### config.mk
export PLATFORM = sky130hd
export DESIGN_NAME = csel_seq_adder
export DESIGN_NICKNAME = d
export VERILOG_FILES = /design/src/rtl/csel_seq_adder_pkg.sv /design/src/rtl/csel_seq_adder_slice.sv /design/src/rtl/csel_seq_adder.sv
export SDC_FILE = /design/constraint.sdc
export NUM_CORES = 1
export LEC_CHECK = 0
export CAP_MARGIN = 20
export CORE_MARGIN = 1
export CORE_UTILIZATION = 30
export DETAILED_ROUTE_END_ITERATION = 12
export PLACE_DENSITY = 0.63
export SYNTH_ARGS = -nofsm -noshare
export SYNTH_HDL_FRONTEND = slang
export SYNTH_SLANG_ARGS = --single-unit
### constraint.sdc
create_clock -name clk -period 6.9 [get_ports clk]
set_input_delay 0.69 -clock clk [delete_from_list [all_inputs] [get_ports clk]]
set_output_delay 0.69 -clock clk [all_outputs]
set_load 0.02 [all_outputs]
### src/rtl/csel_seq_adder_pkg.sv
// Shared definitions for the sequential carry-select adder: FSM encoding and
// slice-count / index-width derivation from the operand geometry.
package csel_seq_adder_pkg;

  localparam logic [1:0] S_IDLE = 2'd0;
  localparam logic [1:0] S_RUN  = 2'd1;
  localparam logic [1:0] S_DONE = 2'd2;

  typedef enum logic [1:0] {
    ST_IDLE = S_IDLE,
    ST_RUN  = S_RUN,
    ST_DONE = S_DONE
  } state_e;

  localparam int DEF_WIDTH = 32;
  localparam int DEF_CHUNK = 8;

  function automatic int nchunk_f(input int width, input int chunk);
    return width / chunk;
  endfunction

  // A single-slice adder still needs a 1-bit index so the port/part-select stay legal.
  function automatic int idx_w_f(input int nchunk);
    return (nchunk <= 1) ? 1 : $clog2(nchunk);
  endfunction

endpackage

### src/rtl/csel_seq_adder_slice.sv
// One CHUNK-bit carry-select slice: both carry-in sums formed in parallel,
// then the registered carry picks one. Purely combinational.
module csel_slice #(
  parameter int CHUNK = 8
) (
  input  logic [CHUNK-1:0] x_i,
  input  logic [CHUNK-1:0] y_i,
  input  logic             c_i,
  output logic [CHUNK-1:0] sum_o,
  output logic             c_o
);

  logic [CHUNK:0] s0;
  logic [CHUNK:0] s1;
  logic [CHUNK:0] sel;

  assign s0  = {1'b0, x_i} + {1'b0, y_i};
  assign s1  = {1'b0, x_i} + {1'b0, y_i} + {{CHUNK{1'b0}}, 1'b1};
  assign sel = c_i ? s1 : s0;

  assign sum_o = sel[CHUNK-1:0];
  assign c_o   = sel[CHUNK];

endmodule

### src/rtl/csel_seq_adder.sv
// Multi-cycle adder: one CHUNK-bit slice per cycle, LSB first, using a single
// carry-select slice and a registered carry between slices.
module csel_seq_adder
  import csel_seq_adder_pkg::*;
#(
  parameter int WIDTH = DEF_WIDTH,
  parameter int CHUNK = DEF_CHUNK
) (
  input  logic             clk,
  input  logic             rst,
  input  logic             start,
  input  logic [WIDTH-1:0] a,
  input  logic [WIDTH-1:0] b,
  input  logic             cin,
  output logic             ready,
  output logic             busy,
  output logic             done,
  output logic [WIDTH-1:0] sum,
  output logic             cout,
  output logic [1:0]       dbg_state_o
);

  localparam int NCHUNK = nchunk_f(WIDTH, CHUNK);
  localparam int IDX_W  = idx_w_f(NCHUNK);
  localparam logic [IDX_W-1:0] LAST_IDX = IDX_W'(NCHUNK - 1);

  state_e             state_q;
  logic [IDX_W-1:0]   idx_q;
  logic               carry_q;
  logic [WIDTH-1:0]   a_q;
  logic [WIDTH-1:0]   b_q;
  logic [WIDTH-1:0]   sum_q;
  logic               cout_q;
  logic               ready_q;
  logic               busy_q;
  logic               done_q;

  logic [CHUNK-1:0]   slice_x;
  logic [CHUNK-1:0]   slice_y;
  logic [CHUNK-1:0]   slice_sum;
  logic               slice_c;

  assign slice_x = a_q[idx_q*CHUNK +: CHUNK];
  assign slice_y = b_q[idx_q*CHUNK +: CHUNK];

  csel_slice #(.CHUNK(CHUNK)) u_slice (
    .x_i   (slice_x),
    .y_i   (slice_y),
    .c_i   (carry_q),
    .sum_o (slice_sum),
    .c_o   (slice_c)
  );

  // Handshake: a request is taken on a rising edge where start=1 and ready=1;
  // start and operands are ignored otherwise, nothing is queued, and done
  // pulses for one cycle when sum/cout become valid.
  always_ff @(posedge clk or posedge rst) begin
    if (rst) begin
      state_q <= ST_IDLE;
      idx_q   <= '0;
      carry_q <= 1'b0;
      a_q     <= '0;
      b_q     <= '0;
      sum_q   <= '0;
      cout_q  <= 1'b0;
      ready_q <= 1'b1;
      busy_q  <= 1'b0;
      done_q  <= 1'b0;
    end else begin
      done_q <= 1'b0;
      case (state_q)
        ST_IDLE: begin
          if (start) begin
            a_q     <= a;
            b_q     <= b;
            carry_q <= cin;
            idx_q   <= '0;
            sum_q   <= '0;
            cout_q  <= 1'b0;
            ready_q <= 1'b0;
            busy_q  <= 1'b1;
            state_q <= ST_RUN;
          end
        end
        ST_RUN: begin
          sum_q[idx_q*CHUNK +: CHUNK] <= slice_sum;
          carry_q <= slice_c;
          if (idx_q == LAST_IDX) begin
            cout_q  <= slice_c;
            busy_q  <= 1'b0;
            done_q  <= 1'b1;
            state_q <= ST_DONE;
          end else begin
            idx_q <= idx_q + 1'b1;
          end
        end
        ST_DONE: begin
          ready_q <= 1'b1;
          state_q <= ST_IDLE;
        end
        default: begin
          ready_q <= 1'b1;
          busy_q  <= 1'b0;
          state_q <= ST_IDLE;
        end
      endcase
    end
  end

  assign ready       = ready_q;
  assign busy        = busy_q;
  assign done        = done_q;
  assign sum         = sum_q;
  assign cout        = cout_q;
  assign dbg_state_o = state_q;

endmodule

==> impl_results.rst, run 1 <==
.. list-table::
   :header-rows: 1

   * - Metric
     - Value
   * - Result of the run
     - finished, final reports clean
   * - Final number of max-transition violations
     - 0
   * - Gate power share
     - 0.587
   * - Setup skew after layout
     - 0.0107 ns
   * - Clk buf depth
     - 2
   * - CTS H-Tree Depth
     - 3
   * - Pwr per Cell Area
     - 585 nW/um^2
   * - Class of the worst hold path
     - reg2reg
   * - Fill count
     - 1,521
   * - Final Instance Count excl. Fillers
     - 713
   * - Fraction of power consumed by sequential logic
     - 0.283
   * - Total number of nets in the final design
     - 574
   * - Top-Level Pins
     - 106
   * - Antenna-violating nets left
     - 0
   * - Ys flop type
     - sky130_fd_sc_hd__dfrtp_1
   * - Maximum vdd ir drop
     - 0.279 mV
   * - Ratio of final minimum period to clock period
     - 0.545
   * - Clock period minus worst slack
     - 3.76 ns
   * - Slowest stage delay, CP
     - 0.97 ns
   * - Clock latency on the worst-skew pair
     - 0.36 ns
   * - Crit start category
     - flip-flop
   * - Post-synthesis net count
     - 469
   * - Total clock sinks
     - 105
   * - Placement-stage worst setup slack
     - 3.12 ns
   * - Starting Density
     - 0.308
   * - Area of the mapped netlist
     - 4910 um^2
   * - Number of antenna repair diodes
     - 0
   * - Number of buffer cells added on primary ports
     - 105
   * - Detailed placer's ending HPWL
     - 8730 um
   * - Placer's final routability congestion estimate
     - 0.865
   * - Final hold slack
     - 0.484 ns
   * - Placement row count
     - 46
   * - WP data required
     - 7.15 ns
   * - Vias post-DR
     - 3,431
   * - Area added between synthesis and finish
     - 32.1%
   * - Final routed wire length divided by cell count
     - 16.5 um
   * - Cell taking the most area after synthesis
     - sky130_fd_sc_hd__dfrtp_1
   * - Post-synth EDFFs
     - 0
   * - Max Clock Freq
     - 266 MHz
   * - Max stage delay cell, worst path
     - sky130_fd_sc_hd__dfrtp_1
   * - Sw Share
     - 0.450
   * - First-pass GRT wire length
     - 19,600 um
   * - DP Area
     - 6200 um^2
   * - Die Y
     - 130 um
   * - Max-cap check violation count
     - 0
   * - Cell Int Power
     - 2.09 mW
   * - Yosys warning count
     - 0
   * - WS Path Type
     - reg2reg
   * - Arrival time at the worst endpoint
     - 4.01 ns
   * - Share of post-route cells with drive strength above 1
     - 0.219
   * - Via count of the first global-routing pass
     - 3,639
   * - Global-route track usage on met1
     - 0.192
   * - Die Outline Area
     - 16,900 um^2
   * - Final std cell area, no fill
     - 6490 um^2
   * - Post-synthesis sequential element count
     - 105
   * - Drt first-iter violations
     - 241
   * - Mean number of vias per cell
     - 4.81
   * - Mean instance size in the synthesized netlist
     - 12.7 um^2
   * - Number of gates given a new drive strength after cts
     - 0
   * - Total count of hold-check failures in the final report
     - 0
   * - Cell types with the largest area share after synthesis
     - sky130_fd_sc_hd__dfrtp_1 (53%), sky130_fd_sc_hd__mux2_2 (15%), sky130_fd_sc_hd__mux4_2 (7.3%)
   * - Sw power
     - 1.71 mW
   * - Global-route total usage across every layer
     - 0.154
   * - Synth unique cells
     - 50
   * - Cell count after synthesis
     - 387
   * - Maximum number of pins on one net before global-route repair
     - 66
   * - Crit end category
     - flip-flop
   * - Total instance count after detailed placement
     - 697
   * - TritonCTS buffer count
     - 9
   * - GRT busiest layer
     - met2
   * - Met3 Resource Use GR
     - 0.0500
   * - Die width
     - 130 um
   * - Transition time at the pin with the least slew margin
     - 0.947 ns
   * - Critical-path cell list
     - mux4_2 -> ha_1 -> a211oi_2 -> o22ai_1 -> xor2_1 -> nand2_1 -> or4_1 -> and3_1
   * - Aggregate negative setup slack
     - 0 ns
   * - Setup repair bufs after CTS
     - 0
   * - CTS tree
     - done
   * - Routed Wire Length
     - 11,700 um
   * - Portion of total power attributed to the clock network
     - 0.130
   * - Residual overflow from global routing
     - 0
   * - Part of the Yosys area used for sequential elements
     - 0.535
   * - Hold Buf Count CTS
     - 0
   * - Share of Yosys cell area claimed by the top area cell type
     - 0.530
   * - Static Leak
     - 2.66 nW
   * - Fraction of met2 tracks used by global routing
     - 0.257
   * - Number of remaining DRC errors
     - 0
   * - Endpoints failing setup
     - 0
   * - Count of TritonRoute iterations in the first routing pass
     - 4
   * - Worst setup margin
     - 3.14 ns
   * - Master cell of the clock root buffer
     - sky130_fd_sc_hd__clkbuf_16
   * - Slew Limit Headroom
     - 0.369
   * - Ys async rst share
     - 1.00
   * - Crit path max fanout
     - 19
   * - Core Footprint
     - 15,900 um^2
   * - Clk slew on worst S/H paths
     - 0.08 ns
   * - Number of antenna violations at the first check in global routing
     - 0
   * - Setup repair after global routing missed its margin
     - no
==> flip-flops by register name, summed over array words and instances (netlist names) <==
| signal | cells |
|---|---|
| a_q | 32 |
| b_q | 32 |
| sum | 32 |
| dbg_state_o | 2 |
| idx_q | 2 |
| busy | 1 |
| carry_q | 1 |
| cout | 1 |
| done | 1 |
| ready | 1 |
==> power groups by stage <==
stage / registers, mW / logic (mW) / clock network [mW]
after global placement: 1.08 / 2.16 / 0
after detailed placement: 1.09 / 2.23 / 0
after CTS: 1.08 / 2.24 / 0.508
after floorplan: 1.07 / 1.58 / 0
after global routing: 1.12 / 2.46 / 0.535
final: 1.07 / 2.23 / 0.495
==> layout by cell type (no fill, tap or decap), types with 3 or more instances in the layout <==
cell	n
sky130_fd_sc_hd__xor2_1	6
sky130_fd_sc_hd__inv_1	9
sky130_fd_sc_hd__nor2b_1	4
sky130_fd_sc_hd__nand4_1	4
sky130_fd_sc_hd__clkbuf_16	9
sky130_fd_sc_hd__nor2_1	11
sky130_fd_sc_hd__clkinv_4	3
sky130_fd_sc_hd__nand2_1	51
sky130_fd_sc_hd__mux2_2	64
sky130_fd_sc_hd__mux4_2	16
sky130_fd_sc_hd__o21ai_0	28
sky130_fd_sc_hd__nand2b_1	3
sky130_fd_sc_hd__a21oi_1	7
sky130_fd_sc_hd__o21ai_1	8
sky130_fd_sc_hd__a32o_1	3
sky130_fd_sc_hd__clkdlybuf4s50_1	105
sky130_fd_sc_hd__dfrtp_1	104
sky130_fd_sc_hd__buf_4	3
sky130_fd_sc_hd__ha_1	13
==> synth_stat cells, drive strengths merged (2+ instances only) <==
cell type and number:
inv 11, buf 9, xnor2 2, mux4 16
nor3b 2, clkbuf 5, a32o 3, and3 2
nand4 5, a211oi 3, o21ai 36, o22ai 2
ha 13, nor2 13, nor3 2, nand3 3
xor2 7, a22o 2, nand2 51, nor2b 4
dfrtp 104, mux2 64, a21oi 7, nand2b 3
or3 2
==> kinds of logic after synthesis <==
group           synth area share
compound gates            0.0802
xor+xnor                  0.0176
fa+ha+maj                 0.0372
simple gates              0.0866
flops                      0.535
mux                        0.222
buf+inv                   0.0211
==> critical path: cells and delay by family, from the launching register on <==
kind,cells,cell delay [ns]
flops,1,0.97
fa+ha+maj,1,0.47
simple gates,3,0.82
mux,1,0.61
compound gates,2,0.53
xor+xnor,1,0.26
==> per-stage QoR <==
| step | utilization | total power, mW |
|---|---|---|
| CTS | 0.407 | 3.83 |
| global route | 0.407 | 4.12 |
| global placement | 0.389 | 3.24 |
| detailed placement | 0.389 | 3.32 |
| floorplan | - | 2.65 |
| finish | 0.407 | 3.80 |
==> routing by layer <==
metal  routed length, um  up-vias  share of wire
li1                    -     1609              -
met5                   0        -              0
met4                 184        0          0.016
met1                5150     1697           0.44
met2                5750      107           0.49
met3                 657       18          0.056
==> cell type report <==
cell class,count,area [um^2],area share
clock buffer,9,225,0.0347
clock inverter,7,62.6,0.00964
inverter,11,43.8,0.00675
multi-input combinational,257,2190,0.337
sequential,105,2630,0.405
tap,216,270,0.0416
timing repair buffer,108,1070,0.165
==> final timing paths <==
kind / start / end / slack (ns) / depth (start not counted)
worst max-delay path: idx_q[1] / carry_q / 3.14 / 8
worst min-delay path: sum[4] / sum[4] / 0.48 / 2
worst max register to register: idx_q[1] / carry_q / 3.14 / 8
worst min register to register: sum[4] / sum[4] / 0.48 / 2
max in group asynchronous: rst / b_q[25] / 4.98 / 3
min in group asynchronous: rst / sum[15] / 0.75 / 2
(Power assumes the default switching activity.)
==> run 2: changes to the inputs <==
--- a/config.mk
+++ b/config.mk
@@ -9,7 +9,7 @@
 export CORE_MARGIN = 1
 export CORE_UTILIZATION = 30
 export DETAILED_ROUTE_END_ITERATION = 12
-export PLACE_DENSITY = 0.63
+export PLACE_DENSITY = 0.65
 export SYNTH_ARGS = -nofsm -noshare
 export SYNTH_HDL_FRONTEND = slang
 export SYNTH_SLANG_ARGS = --single-unit
==> constraint.sdc (replaced) <==
create_clock -name clk -period 3.1 [get_ports clk]
set_input_delay 0.31 -clock clk [delete_from_list [all_inputs] [get_ports clk]]
set_output_delay 0.31 -clock clk [all_outputs]
set_load 0.02 [all_outputs]
==> impl_results.rst, run 2 (same netlist as run 1, synthesis figures left out) <==
.. list-table::
   :header-rows: 1

   * - Metric
     - Value
   * - Placement-stage worst setup slack
     - -0.0459 ns
   * - Worst setup margin
     - 0.0843 ns
   * - Final number of max-transition violations
     - 0
   * - Top-Level Pins
     - 106
   * - Routed Wire Length
     - 11,800 um
   * - Clk slew on worst S/H paths
     - 0.07 ns
   * - Transition time at the pin with the least slew margin
     - 0.699 ns
   * - Maximum number of pins on one net before global-route repair
     - 56
   * - Number of antenna violations at the first check in global routing
     - 0
   * - Share of post-route cells with drive strength above 1
     - 0.268
   * - Max Clock Freq
     - 332 MHz
   * - Starting Density
     - 0.308
   * - WS Path Type
     - reg2reg
   * - Clk buf depth
     - 2
   * - Crit path max fanout
     - 8
   * - Die width
     - 130 um
   * - Max-cap check violation count
     - 0
   * - CTS tree
     - done
   * - Setup repair after global routing missed its margin
     - yes
   * - Result of the run
     - finished, final reports clean
   * - Global-route track usage on met1
     - 0.193
   * - Crit start category
     - flip-flop
   * - Number of buffer cells added on primary ports
     - 105
   * - Clock latency on the worst-skew pair
     - 0.36 ns
   * - Setup slack of the worst register-to-register path
     - 0.08 ns
   * - Detailed placer's ending HPWL
     - 8900 um
   * - Crit end category
     - flip-flop
   * - Aggregate negative setup slack
     - 0 ns
   * - Fill count
     - 1,484
   * - Clock period minus worst slack
     - 3.02 ns
   * - Via count of the first global-routing pass
     - 3,588
   * - Number of antenna repair diodes
     - 0
   * - Endpoints failing setup
     - 0
   * - Die Outline Area
     - 16,900 um^2
   * - Number of remaining DRC errors
     - 0
   * - GRT busiest layer
     - met2
   * - Vias post-DR
     - 3,490
   * - Number of cell instances on the worst register-to-register path
     - 9
   * - Die Y
     - 130 um
   * - Global-route total usage across every layer
     - 0.150
   * - Antenna-violating nets left
     - 0
   * - First-pass GRT wire length
     - 19,000 um
   * - Ratio of final minimum period to clock period
     - 0.973
   * - Master cell of the clock root buffer
     - sky130_fd_sc_hd__clkbuf_16
   * - TritonCTS buffer count
     - 9
   * - Slew Limit Headroom
     - 0.532
   * - Setup skew after layout
     - 0.00868 ns
   * - Hold Buf Count CTS
     - 0
   * - Class of the worst hold path
     - in2async
   * - Capture point of the worst reg-to-reg path
     - cout
   * - Count of TritonRoute iterations in the first routing pass
     - 4
   * - Met3 Resource Use GR
     - 0.0431
   * - Total count of hold-check failures in the final report
     - 0
   * - Final routed wire length divided by cell count
     - 16.2 um
   * - Drt first-iter violations
     - 259
   * - WP data required
     - 3.34 ns
   * - Total number of nets in the final design
     - 589
   * - Fin util
     - 0.422
   * - Highest-count cells in the layout ignoring fill and taps
     - sky130_fd_sc_hd__clkdlybuf4s50_1 (105), sky130_fd_sc_hd__dfrtp_1 (103), sky130_fd_sc_hd__mux2_2 (64)
   * - Residual overflow from global routing
     - 0
   * - Core Footprint
     - 15,900 um^2
   * - Reg2Reg Launch Point
     - idx_q[0]
   * - Placement row count
     - 46
   * - CTS H-Tree Depth
     - 3
   * - Arrival time at the worst endpoint
     - 3.26 ns
   * - Mean number of vias per cell
     - 4.79
   * - Total clock sinks
     - 105
   * - Placer's final routability congestion estimate
     - 0.875
   * - Area added between synthesis and finish
     - 37.1%
   * - Fraction of met2 tracks used by global routing
     - 0.250
   * - Most common cell after layout, fill and taps aside
     - sky130_fd_sc_hd__clkdlybuf4s50_1
==> run 2: timing repair <==
action	CTS	global route
endpoints found under the setup margin	9	13
hold endpoints to repair	0	0
setup buffers	0	1
resized for setup	4	11
pin swaps	1	6
==> run 2: per-layer routing <==
metal | wire length [um] | vias up
met3 | 495 | 9
met1 | 5340 | 1770
met4 | 120 | 0
met5 | 0 | -
met2 | 5810 | 79
li1 | - | 1632
==> run 2: worst max path at each step <==
| stage | startpoint | endpoint | slack [ns] | cells after the start |
|---|---|---|---|---|
| 3_3_place_gp | idx_q[0] | sum[23] | 0.05 | 9 |
| 6_report | idx_q[0] | cout | 0.08 | 9 |
| 5_1_grt | idx_q[1] | carry_q | -0.03 | 9 |
| 4_1_cts | idx_q[1] | sum[7] | -0.009 | 9 |
| 3_5_place_dp | idx_q[0] | sum[7] | -0.05 | 10 |
| 2_1_floorplan | idx_q[0] | carry_q | 0.008 | 10 |
==> run 2: worst max-delay path, stage by stage (launching register included) <==
cell                       delay, ns
sky130_fd_sc_hd__dfrtp_2        0.44
sky130_fd_sc_hd__buf_12         0.15
sky130_fd_sc_hd__mux4_2         0.51
sky130_fd_sc_hd__ha_2           0.42
sky130_fd_sc_hd__nand3_2        0.11
sky130_fd_sc_hd__o211a_1        0.24
sky130_fd_sc_hd__o311ai_4       0.29
sky130_fd_sc_hd__nand4_2        0.16
sky130_fd_sc_hd__or3_1          0.33
sky130_fd_sc_hd__a32o_1         0.26
==> run 2: cell type report <==
class,count,area [um^2],share of cell area
inverter,11,43.8,0.00650
sequential,105,2630,0.391
timing repair buffer,123,1240,0.184
clock inverter,7,61.3,0.00910
multi-input combinational,257,2270,0.337
clock buffer,9,225,0.0334
tap,216,270,0.0401
==> run 2: stage by stage <==
| stage | cell area (um^2) | std cells | hold slack [ns] |
|---|---|---|---|
| 2_1_floorplan | 4940 | 387 | 0.462 |
| 3_3_place_gp | 6360 | 711 | 0.466 |
| 3_5_place_dp | 6360 | 711 | 0.471 |
| 4_1_cts | 6670 | 727 | 0.425 |
| 5_1_grt | 6730 | 728 | 0.462 |
| 6_report | 6730 | 728 | 0.405 |
Power of run 2 is not shown: default switching activity piles up to over one toggle a cycle in this logic, so the estimate is an artifact.
==> run 3: changes to the inputs <==
--- a/config.mk
+++ b/config.mk
@@ -10,6 +10,8 @@
 export CORE_UTILIZATION = 30
 export DETAILED_ROUTE_END_ITERATION = 12
 export PLACE_DENSITY = 0.65
+export SLEW_MARGIN = 20
 export SYNTH_ARGS = -nofsm -noshare
 export SYNTH_HDL_FRONTEND = slang
+export SYNTH_HIERARCHICAL = 1
 export SYNTH_SLANG_ARGS = --single-unit
==> impl_results.rst, run 3 <==
.. list-table::
   :header-rows: 1

   * - Metric
     - Value
   * - Highest-count cells in the layout ignoring fill and taps
     - sky130_fd_sc_hd__clkdlybuf4s50_1 (105), sky130_fd_sc_hd__dfrtp_1 (103), sky130_fd_sc_hd__mux2_2 (66)
   * - Clock latency on the worst-skew pair
     - 0.35 ns
   * - Global-route total usage across every layer
     - 0.143
   * - Arrival time at the worst endpoint
     - 3.33 ns
   * - Complex-gate fraction of the synthesized area
     - 0.103
   * - Most common cell after layout, fill and taps aside
     - sky130_fd_sc_hd__clkdlybuf4s50_1
   * - Crit start category
     - flip-flop
   * - CTS H-Tree Depth
     - 3
   * - Number of buffer cells added on primary ports
     - 105
   * - Area added between synthesis and finish
     - 37.0%
   * - CP Launch Point
     - idx_q[0]
   * - Synth Area in Simple Gates
     - 0.0631
   * - Post-synth EDFFs
     - 0
   * - Number of remaining DRC errors
     - 0
   * - TritonCTS buffer count
     - 9
   * - Max-cap check violation count
     - 0
   * - Synth Area in XOR/XNOR
     - 0.0194
   * - Reg2Reg Launch Point
     - idx_q[0]
   * - Clk slew on worst S/H paths
     - 0.07 ns
   * - Area of the mapped netlist
     - 4950 um^2
   * - Placement row count
     - 46
   * - Mux cell area share after synthesis
     - 0.223
   * - Total clock sinks
     - 105
   * - Cell count after synthesis
     - 340
   * - Routed Wire Length
     - 11,600 um
   * - WP data required
     - 3.33 ns
   * - Slew Limit Headroom
     - 0.553
   * - Top-Level Pins
     - 106
   * - Setup skew after layout
     - 0.00983 ns
   * - Top cell types by occurrence after synthesis
     - sky130_fd_sc_hd__dfrtp_1 (104), sky130_fd_sc_hd__mux2_2 (66), sky130_fd_sc_hd__a22o_1 (37)
   * - Endpoints failing setup
     - 1
   * - Clk buf depth
     - 2
   * - Clock period minus worst slack
     - 3.10 ns
   * - Total count of hold-check failures in the final report
     - 0
   * - Drt first-iter violations
     - 147
   * - Die Outline Area
     - 17,000 um^2
   * - Setup slack of the worst register-to-register path
     - -0.0009 ns
   * - Ys flop type
     - sky130_fd_sc_hd__dfrtp_1
   * - Max Clock Freq
     - 322 MHz
   * - Max stage delay cell, worst path
     - sky130_fd_sc_hd__mux4_2
   * - Detailed placer's ending HPWL
     - 8700 um
   * - Worst setup margin
     - -0.000871 ns
   * - Setup repair after global routing missed its margin
     - yes
   * - First-pass GRT wire length
     - 18,100 um
   * - Share of post-route cells with drive strength above 1
     - 0.307
   * - Placer's final routability congestion estimate
     - 0.802
   * - Master cell of the clock root buffer
     - sky130_fd_sc_hd__clkbuf_16
   * - Die Y
     - 131 um
   * - Fin util
     - 0.424
   * - Critical-path cell list
     - mux4_2 -> ha_4 -> fa_2 -> a211o_4 -> a211oi_2 -> nor2b_1 -> nand2b_4 -> nor3_4 -> xnor2_2 -> a22o_1
   * - Cell types with the largest area share after synthesis
     - sky130_fd_sc_hd__dfrtp_1 (53%), sky130_fd_sc_hd__mux2_2 (15%), sky130_fd_sc_hd__mux4_2 (7.3%)
   * - Transition time at the pin with the least slew margin
     - 0.667 ns
   * - Final routed wire length divided by cell count
     - 16.9 um
   * - Class of the worst hold path
     - in2async
   * - Ys async rst share
     - 1.00
   * - Maximum number of pins on one net before global-route repair
     - 67
   * - Slowest stage delay, CP
     - 0.57 ns
   * - Share of Yosys cell area claimed by the top area cell type
     - 0.525
   * - Antenna-violating nets left
     - 0
   * - Via count of the first global-routing pass
     - 3,386
   * - Die width
     - 131 um
   * - Count of TritonRoute iterations in the first routing pass
     - 4
   * - Yosys warning count
     - 6
   * - Number of antenna repair diodes
     - 0
   * - Part of the Yosys area used for sequential elements
     - 0.531
   * - Violations in the final reports
     - setup timing
   * - Count leader, synth
     - sky130_fd_sc_hd__dfrtp_1
   * - Endpoint of the most critical setup path
     - sum[7]
   * - Fill count
     - 1,488
   * - WS Path Type
     - reg2reg
   * - Main combinational cell family by area after synthesis
     - multiplexers
   * - Core Footprint
     - 16,000 um^2
   * - Fraction of the mapped netlist area in adder cells
     - 0.0419
   * - Capture point of the worst reg-to-reg path
     - sum[7]
   * - Ratio of final minimum period to clock period
     - 1.00
   * - Crit end category
     - flip-flop
   * - Cell taking the most area after synthesis
     - sky130_fd_sc_hd__dfrtp_1
   * - Post-synthesis sequential element count
     - 105
   * - Mean number of vias per cell
     - 4.86
   * - Final number of max-transition violations
     - 0
   * - Total stage count of the critical path
     - 10
   * - Crit path max fanout
     - 6
   * - Result of the run
     - finished with violations
   * - Residual overflow from global routing
     - 0
   * - Number of cell instances on the worst register-to-register path
     - 10
   * - Combined flip-flop and latch cell area
     - 2630 um^2
   * - Largest delay share family, worst path
     - compound AO/OA/AOI/OAI gates
   * - CTS tree
     - done
   * - Number of antenna violations at the first check in global routing
     - 0
   * - Area of the multi-input gates
     - 2360 um^2
   * - Post-synthesis net count
     - 424
   * - Mean instance size in the synthesized netlist
     - 14.6 um^2
   * - Vias post-DR
     - 3,316
   * - Total buffers and inverters traversed by the critical path
     - 0
   * - Starting Density
     - 0.310
   * - Total number of nets in the final design
     - 545
   * - Synth unique cells
     - 41
[run 3: worst min path at each step]
stage | slack (ns) | to
6_report | 0.39 | busy
5_1_grt | 0.47 | a_q[26]
4_1_cts | 0.42 | b_q[10]
3_5_place_dp | 0.48 | ready
3_3_place_gp | 0.49 | b_q[2]
2_1_floorplan | 0.46 | a_q[0]
[run 3: cells by family after synthesis]
logic type               count (synthesis)
flip-flops                             105
multiplexers                            82
AO/OA/AOI/OAI                           64
AND/OR/NAND/NOR                         45
buffers and inverters                   17
adder cells (fa/ha/maj)                 16
XOR/XNOR                                11
[run 3: layer usage]
layer,vias up,wire length [um],track usage
li1,1518,-,-
met1,1693,5270,0.188
met2,93,5570,0.232
met3,12,608,0.0411
met4,0,104,0.0325
met5,-,0,0
[run 3: layout make-up]
class / instances / area share
Sequential cell: 105 / 0.387
Multi-Input combinational cell: 218 / 0.348
Timing Repair Buffer: 123 / 0.180
Tap cell: 216 / 0.0398
Clock buffer: 12 / 0.0348
Clock inverter: 4 / 0.00793
Inverter: 4 / 0.00258
[run 3: what timing repair did]
action                                  4_1_cts  5_1_grt
pin swaps                                     0       12
hold buffers                                  0        0
resized for setup                             2       19
setup buffers                                 0        1
endpoints found under the setup margin       18       18
[run 3: through the flow]
stage          hold WS, ns  cell area (um^2)  setup WS (ns)  setup TNS (ns)  cells
2_1_floorplan        0.462              4980        -0.0959          -0.556    340
3_3_place_gp         0.486              6370        -0.0119         -0.0119    665
3_5_place_dp         0.484              6370        -0.0589          -0.413    665
4_1_cts              0.423              6660         0.0106               0    681
5_1_grt              0.468              6790         -0.119           -1.01    682
6_report             0.393              6790      -0.000871       -0.000871    682
Power of run 3 is left out for the same reason.
